$ cat src/rtl/instr_fetch_queue.sv
// Dual-issue fetch queue: fetches aligned instruction pairs and presents the two oldest to decode.
// Optional IFQ_BYPASS_EN: when the queue is empty, the fetched words drive the slots directly.
module instr_fetch_queue #(
    parameter int          DEPTH    = 8,
    parameter logic [31:0] RESET_PC = 32'h0000_0000
) (
    input  logic        clk,
    input  logic        rst_n,
    output logic        imem_req,
    output logic [31:0] imem_addr,
    input  logic [31:0] imem_rdata0,
    input  logic [31:0] imem_rdata1,
    input  logic [1:0]  issue_cnt,
    input  logic        redirect,
    input  logic [31:0] redirect_pc,
    output logic        slot0_valid,
    output logic [31:0] slot0_instr,
    output logic [31:0] slot0_pc,
    output logic        slot1_valid,
    output logic [31:0] slot1_instr,
    output logic [31:0] slot1_pc
);
    localparam int AW = $clog2(DEPTH);
    localparam int CW = AW + 1;

    logic [31:0]   fetch_pc;
    logic [AW-1:0] head, tail, head1, tail1;
    logic [CW-1:0] count, free, issue_w, push_n, pop_n, skip_n, wr_n;
    logic [31:0]   q_pc    [DEPTH];
    logic [31:0]   q_instr [DEPTH];
    logic [31:0]   w0_pc, w0_instr, w1_pc, w1_instr;
    logic          bypass;
    logic          unused_bits;

    assign unused_bits = &{1'b0, fetch_pc[1:0]};

    assign head1     = head + AW'(1);
    assign tail1     = tail + AW'(1);
    assign free      = CW'(DEPTH) - count;
    assign issue_w   = CW'(issue_cnt);
    assign imem_addr = {fetch_pc[31:3], 3'b000};
    assign imem_req  = rst_n & ~redirect & (free >= CW'(2));

    // w0 is always the first word to enter the queue; an odd fetch PC drops rdata0
    always_comb begin
        w0_pc    = imem_addr;
        w0_instr = imem_rdata0;
        w1_pc    = imem_addr + 32'd4;
        w1_instr = imem_rdata1;
        push_n   = '0;
        if (imem_req) begin
            if (fetch_pc[2]) begin
                w0_pc    = w1_pc;
                w0_instr = w1_instr;
                push_n   = CW'(1);
            end else begin
                push_n   = CW'(2);
            end
        end
    end

`ifdef IFQ_BYPASS_EN
    assign bypass = (count == '0) && imem_req;
`else
    assign bypass = 1'b0;
`endif

    // Issue beyond the valid count is clamped; in bypass, issued words never land in the queue
    assign pop_n  = (issue_w < count) ? issue_w : count;
    assign skip_n = bypass ? ((issue_w < push_n) ? issue_w : push_n) : '0;
    assign wr_n   = push_n - skip_n;

    always_ff @(posedge clk) begin
        if (wr_n == CW'(2)) begin
            q_pc[tail]     <= w0_pc;
            q_instr[tail]  <= w0_instr;
            q_pc[tail1]    <= w1_pc;
            q_instr[tail1] <= w1_instr;
        end else if (wr_n == CW'(1)) begin
            q_pc[tail]     <= (skip_n == '0) ? w0_pc : w1_pc;
            q_instr[tail]  <= (skip_n == '0) ? w0_instr : w1_instr;
        end
    end

    always_ff @(posedge clk or negedge rst_n) begin
        if (!rst_n) begin
            fetch_pc <= RESET_PC;
            head     <= '0;
            tail     <= '0;
            count    <= '0;
        end else if (redirect) begin
            fetch_pc <= redirect_pc;
            head     <= '0;
            tail     <= '0;
            count    <= '0;
        end else begin
            if (imem_req)
                fetch_pc <= imem_addr + 32'd8;
            head  <= head + pop_n[AW-1:0];
            tail  <= tail + wr_n[AW-1:0];
            count <= count + wr_n - pop_n;
        end
    end

    always_comb begin
        slot0_valid = 1'b0;
        slot0_instr = '0;
        slot0_pc    = '0;
        slot1_valid = 1'b0;
        slot1_instr = '0;
        slot1_pc    = '0;
        if (bypass) begin
            slot0_valid = 1'b1;
            slot0_instr = w0_instr;
            slot0_pc    = w0_pc;
            if (push_n == CW'(2)) begin
                slot1_valid = 1'b1;
                slot1_instr = w1_instr;
                slot1_pc    = w1_pc;
            end
        end else begin
            if (count >= CW'(1)) begin
                slot0_valid = 1'b1;
                slot0_instr = q_instr[head];
                slot0_pc    = q_pc[head];
            end
            if (count >= CW'(2)) begin
                slot1_valid = 1'b1;
                slot1_instr = q_instr[head1];
                slot1_pc    = q_pc[head1];
            end
        end
    end

endmodule

$ cat config.mk
export PLATFORM = sky130hd
export DESIGN_NAME = instr_fetch_queue
export DESIGN_NICKNAME = d
export VERILOG_FILES = /design/src/rtl/instr_fetch_queue.sv
export SDC_FILE = /design/constraint.sdc
export NUM_CORES = 1
export LEC_CHECK = 0
export ABC_AREA = 1
export CAP_MARGIN = 20
export CELL_PAD_IN_SITES_DETAIL_PLACEMENT = 1
export CELL_PAD_IN_SITES_GLOBAL_PLACEMENT = 2
export CORE_UTILIZATION = 30
export CTS_CLUSTER_SIZE = 16
export DETAILED_ROUTE_END_ITERATION = 8
export PLACE_DENSITY = 0.71
export SLEW_MARGIN = 40
export SYNTH_ARGS = -nofsm -noshare
export SYNTH_HDL_FRONTEND = slang
export SYNTH_SLANG_ARGS = --single-unit
$ cat constraint.sdc
create_clock -name clk -period 3.8 [get_ports clk]
set_clock_uncertainty 0.15 [all_clocks]
set_input_delay 0.76 -clock clk [delete_from_list [all_inputs] [get_ports clk]]
set_output_delay 0.76 -clock clk [all_outputs]
set_load 0.02 [all_outputs]
==> results.md, run 1 <==
- Largest net degree at the start of global routing: 93
- R2R depth: 11
- Leakage: 16.6 nW
- DRT antenna net count: 0
- Ranking of synthesized cells by area: edfxtp_1 (44%), nand2_1 (15%), a21oi_1 (9.8%), o21ai_0 (5.7%), nor2_1 (4.1%)
- R2R setup slack: 0.43 ns
- Routing usage on met2: 0.450
- Main synth FF type: edfxtp_1
- Final setup margin: 0.0306 ns
- Synth area leader: edfxtp_1
- WP data arrival: 2.86 ns
- DR iter-0 viols: 2791
- FF-to-FF Start: count[0]
- Vias/cell: 5.36
- Post-synth EDFFs: 488
- DR WL/cell: 25.5 um
- Clk_lat worst skew: 0.63 ns
- Die height: 337 um
- Critical path's largest stage delay: 0.55 ns
- Net Sw Power: 0.0180 W
- Seq/Total Area, Yosys: 0.470
- XOR/XNOR Fraction of Synth Area: 0.00283
- Fmax: 265 MHz
- Core Region: 111000 um^2
- Syn-to-layout area delta: 22.7%
- Sequential share of power: 0.208
- Hold Fails Final Rpt: 0
- Die Width: 337 um
- Synth cell count leaders: nand2_1 (1337), a21oi_1 (659), edfxtp_1 (488)
- Initial antenna violation count: 0
- RR Endpoint: q_instr[0][6]
- Ports: 264
- Port bufs: 254
- Largest family of logic cells by synthesized area: simple AND/OR/NAND/NOR gates
- WP data required: 2.89 ns
- Yosys cell types: 37
- Crit share post-route: 0.992
- Maximum net fanout on the critical path: 11
- Vias in the first global route: 33.0k
- Pint: 0.0188 W
- Startpoint types: register
- Worst-path clk slew: 0.06 ns
- CP startpoint: head[0]
- Worst Setup Slack post-DPL: 0.0938 ns
- Cts bufs inserted: 68
- Synth Area in Adders: 0.00811
- Non-Filler Instances: 6143
- Simple-gate share of the synthesized area: 0.273
- Min Tclk post-route: 3.77 ns
- Multiplexer area fraction after synthesis: 0
- Residual DRC count: 0
- Initial Util: 0.303
- Complex-gate fraction of the synthesized area: 0.160
- Cells after Synth: 4429
- FFs w/ async S/R, synth: 0.0746
- Maximum VDD drop: 0.540 mV
- CP endpoint: slot1_instr[30]
- Placed cells: 5977
- CP Class: register to primary output
- GR Util met1: 0.361
- Max Root-Sink Buffers: 3
- GRT Overall Usage: 0.267
- Min-Delay Path Class: primary input to async pin
- DP HPWL: 89900 um
- N_diodes: 0
- Run status: completed
- TritonCTS clock tree: done
- Site Rows: 122
- Max-slew headroom: 0.494
- Met3 Use GR: 0.0291
- Yosys top cell area share: 0.436
- GP Congestion: 0.811
- WL final: 156000 um
- Syn Std Cell Area: 33600 um^2
- Worst Setup End Kind: primary output
- GRT overflow: 0
- Synth Register Bits: 536
- PD cells: 891 nW/um^2
- Vias: 32.9k
- Htree depth: 3
- Comb pwr share: 0.620
- Final count of negative-setup-slack endpoints: 0
- Die ar.: 113000 um^2
- GR peak layer: met2
- YS warnings: 0
- RSZ-0062 raised after global routing: yes
- Max Cap Viol: 0
- Slew Viols, Final: 0
- Global-route wire length before repair: 223000 um
- Clock power frac: 0.172
- Worst-Margin Slew: 0.759 ns
- Slowest CP cell: dfrtp_4
- Synth Area per Inst: 7.59 um^2
- Most frequent cell after synthesis: nand2_1
- Nets: 4722
- Sw frac: 0.489
- Clk root buf: clkbuf_16
- Fin Setup TNS: 0 ns
- Share of layout cells above drive strength 1: 0.128
- Worst path cell trace: ha_4 -> buf_12 -> buf_4 -> clkbuf_16 -> nand3_1 -> a21oi_1 -> nor3_2 -> clkdlybuf4s15_2
- DRT Pass-1 Iters: 6
- Clock sink count: 536
-- per-layer routing --
metal | share of wire | wire [um]
met3 | 0.059 | 9240
met1 | 0.44 | 69200
met5 | 0 | 0
met2 | 0.48 | 74500
met4 | 0.022 | 3480
-- through the flow --
step	total power (W)	cell area, um^2	hold WS [ns]	util
final	0.0368	41300	0.0887	0.372
after global routing	0.0385	41300	0.146	0.372
after CTS	0.0361	41000	0.0937	0.370
after detailed placement	0.0292	38300	0.318	0.345
after global placement	0.0291	38300	0.312	0.345
after floorplan	0.0188	33600	0.292	-
-- critical path: cells and delay by family, from the launching register on --
kind | cells | cell delay [ns]
AND/OR/NAND/NOR | 2 | 0.18
adder cells (fa/ha/maj) | 1 | 0.40
flip-flops | 1 | 0.55
buffers and inverters | 4 | 0.80
AO/OA/AOI/OAI | 1 | 0.28
-- sequential cells by signal, indices dropped and copies added, names as in the netlist --
name / count
q_instr: 256
head: 3
count: 4
q_pc: 240
fetch_pc: 30
tail: 3
-- power by group through the flow --
stage                     registers (W)  logic (W)  clock network (W)
after floorplan                 0.00761     0.0112                  0
after global placement          0.00775     0.0213                  0
after detailed placement        0.00777     0.0215                  0
after CTS                       0.00765     0.0221            0.00643
after global routing            0.00771     0.0242            0.00662
final                           0.00766     0.0228            0.00633
-- kinds of logic after synthesis --
| kind of cell | after synthesis |
|---|---|
| other cells | 1 |
| buf+inv | 614 |
| compound gates | 1065 |
| simple gates | 2183 |
| xor+xnor | 10 |
| fa+ha+maj | 20 |
| flops | 536 |
-- area by class of cell --
type                            instances  area [um^2]
Timing Repair Buffer                  493         5390
Fill cell                           13266        69600
Clock inverter                         37          329
Timing Repair inverter                  2         20.0
Multi-Input combinational cell       3285        15200
Inverter                              215          845
Clock buffer                           87         1770
Sequential cell                       536        15800
Tap cell                             1488         1860
-- placed cells by master (no fill, tap or decap), types with 18 or more instances in the layout --
master	instances
a21oi_1	658
buf_12	49
buf_16	18
buf_4	162
clkbuf_1	19
clkbuf_16	76
clkbuf_2	27
clkdlybuf4s50_1	128
clkinv_1	40
dfrtp_1	36
dlygate4sd2_1	50
edfxtp_1	488
inv_1	167
nand2_1	1328
nand2_2	24
nand3_1	240
nor2_1	366
nor3_1	91
nor3_2	34
o21ai_0	367
o21ai_1	25
or2_2	63
-- worst min-delay path by stage --
stage | startpoint | endpoint | slack [ns] | cells past startpoint
2_1_floorplan | q_pc[5][2] | q_pc[5][2] | 0.29 | 2
3_3_place_gp | q_pc[5][2] | q_pc[5][2] | 0.31 | 2
3_5_place_dp | q_pc[5][2] | q_pc[5][2] | 0.32 | 2
4_1_cts | rst_n | count[1] | 0.09 | 2
5_1_grt | rst_n | count[1] | 0.15 | 2
6_report | rst_n | count[1] | 0.09 | 2
-- timing repair --
action | CTS | global route
buffers inserted | 16 | 6
hold endpoints to repair | 0 | 0
gates resized for setup | 260 | 102
hold buffers | 0 | 0
setup endpoints to repair | 121 | 71
gates cloned | 10 | 9
pin swaps | 6 | 7
(Power assumes the default switching activity.)
==> inputs of run 2 (changes only) <==
- CTS_CLUSTER_DIAMETER: unset -> 30
==> results.md, run 2 (same netlist as run 1, synthesis figures left out) <==
- Global-route wire length before repair: 236000 um
- R2R depth: 11
- N_diodes: 0
- Fmax: 260 MHz
- Most frequent cells in the layout: nand2_1 (1328), a21oi_1 (626), edfxtp_1 (488), nor2_1 (365), o21ai_0 (321)
- Maximum VDD drop: 0.478 mV
- RSZ-0062 raised after global routing: yes
- Hold path startpoint: q_pc[5][2]
- Worst-path clk slew: 0.05 ns
- Share of layout cells above drive strength 1: 0.184
- DP HPWL: 89900 um
- TritonCTS clock tree: done
- DRT antenna net count: 0
- Most used cell, CP: buf_4
- Top reg by flops: q_instr
- Port bufs: 254
- Net Sw Power: 0.0206 W
- Worst path cell trace: buf_4 -> buf_16 -> buf_4 -> buf_16 -> nor2_1 -> o21ai_1 -> a21oi_1 -> nor3_1 -> buf_4 -> clkdlybuf4s15_2
- Comb pwr share: 0.560
- Final hold slack: 0.333 ns
- RR Endpoint: q_instr[0][20]
- Vias in the first global route: 34.9k
- Vias/cell: 5.41
- Clock power frac: 0.272
- Htree depth: 4
- Syn-to-layout area delta: 35.0%
- Worst Hold Endpoint: q_pc[5][2]
- Die Width: 337 um
- Sw frac: 0.448
- Initial Util: 0.303
- Min-Delay Path Class: register to register
- Die ar.: 113000 um^2
- CP Class: register to primary output
- Commonest non-fill, non-tap cell in the layout: nand2_1
- WP data arrival: 2.93 ns
- Final setup margin: -0.0423 ns
- Max reg flops: 256
- Maximum net fanout on the critical path: 49
- Nets: 4860
- WP data required: 2.89 ns
- Top flop regs: q_instr x256, q_pc x240, fetch_pc x30
- Core Region: 111000 um^2
- DR WL/cell: 26.0 um
- Max Cap Viol: 0
- Hold Fails Final Rpt: 0
- Slew Viols, Final: 0
- Vias: 34.4k
- GRT Overall Usage: 0.284
- WL final: 165000 um
- Ports: 264
- Pint: 0.0253 W
- Slowest CP cell: dfrtp_4
- Max-slew headroom: 0.489
- Initial antenna violation count: 0
- DRT Pass-1 Iters: 5
- Failing checks: setup timing
- Leakage: 18.5 nW
- Min Tclk post-route: 3.84 ns
- R2R setup slack: 0.40 ns
- Critical path's largest stage delay: 0.47 ns
- Run status: complete, but fails checks
- GRT overflow: 0
- Sequential share of power: 0.167
- Worst-Margin Slew: 0.767 ns
- Die height: 337 um
- PD cells: 1010 nW/um^2
- Crit share post-route: 1.01
- Clock sink count: 536
- FF-to-FF Start: count[0]
- Cts bufs inserted: 153
- Clk root buf: clkbuf_16
- Startpoint types: register
- Residual DRC count: 0
- GP Congestion: 0.811
- Post-Route Utilization: 0.409
- DR iter-0 viols: 3235
- Clk_lat worst skew: 0.75 ns
- Worst Setup End Kind: primary output
- Site Rows: 122
- Largest net degree at the start of global routing: 93
- Hold Path Depth: 2
- Final count of negative-setup-slack endpoints: 6
- Max Root-Sink Buffers: 3
==> run 2: changes by cell type in the layout (fill, tap and decap cells not counted), sizes merged <==
cell / previous run / this run
dlygate4sd3: 0 / 1
dlymetal6s2s: 0 / 2
clkdlybuf4s15: 22 / 10
inv: 187 / 189
clkinv: 62 / 95
dlygate4sd2: 50 / 2
bufinv: 3 / 14
bufbuf: 5 / 8
clkbuf: 122 / 220
buf: 253 / 365
dlygate4sd1: 0 / 1
clkinvlp: 2 / 7
==> run 2: how the worst max path moves through the flow <==
stage,cells after the start,start,to
4_1_cts,8,head[0],slot0_instr[15]
6_report,10,head[0],slot0_pc[5]
5_1_grt,11,head[0],slot1_instr[6]
3_5_place_dp,8,head[0],slot0_pc[27]
3_3_place_gp,15,issue_cnt[1],count[3]
2_1_floorplan,7,redirect,q_instr[2][0]
==> run 2: area by class of cell <==
class	count	area, um^2
Timing Repair Buffer	546	6140
Tap cell	1488	1860
Inverter	215	852
Clock buffer	191	4030
Multi-Input combinational cell	3285	15600
Fill cell	13086	65400
Clock inverter	88	1010
Timing Repair inverter	2	20.0
Sequential cell	536	15800
==> run 2: layer usage <==
metal | GRT usage | vias up | routed length (um)
met1 | 0.375 | 17360 | 71500
met5 | 0 | - | 0
met2 | 0.472 | 1253 | 78200
li1 | - | 15482 | -
met4 | 0.100 | 0 | 4800
met3 | 0.0398 | 289 | 10500
==> run 2: worst max-delay path, delay by kind of cell, from the launching register on <==
| kind | cells | cell delay [ns] |
|---|---|---|
| compound gates | 2 | 0.26 |
| simple gates | 2 | 0.28 |
| flops | 1 | 0.47 |
| buf+inv | 6 | 1.17 |
==> run 2: stage by stage <==
| stage | instances | cell area (um^2) | worst slack (ns) | TNS [ns] | power, W |
|---|---|---|---|---|---|
| floorplan | 4435 | 33600 | 0.175 | 0 | 0.0188 |
| global placement | 5977 | 38300 | 0.107 | 0 | 0.0291 |
| detailed placement | 5977 | 38300 | 0.0938 | 0 | 0.0292 |
| CTS | 6328 | 44800 | -0.223 | -1.50 | 0.0447 |
| global route | 6351 | 45400 | -0.120 | -1.18 | 0.0476 |
| finish | 6351 | 45400 | -0.0423 | -0.0904 | 0.0459 |
==> run 2: timing repair <==
item                       in CTS  in global routing
setup buffers                  46                 18
pin swaps                      19                 44
cloned                         26                  8
hold buffers                    1                  0
setup endpoints to repair     123                 98
gates resized for setup       549                213
hold endpoints to repair       28                  0
==> run 2: power groups by stage <==
stage	Sequential, W	Combinational, W	Clock [W]
floorplan	0.00761	0.0112	0
global placement	0.00775	0.0213	0
detailed placement	0.00777	0.0215	0
CTS	0.00767	0.0245	0.0126
global route	0.00772	0.0270	0.0129
finish	0.00768	0.0257	0.0125
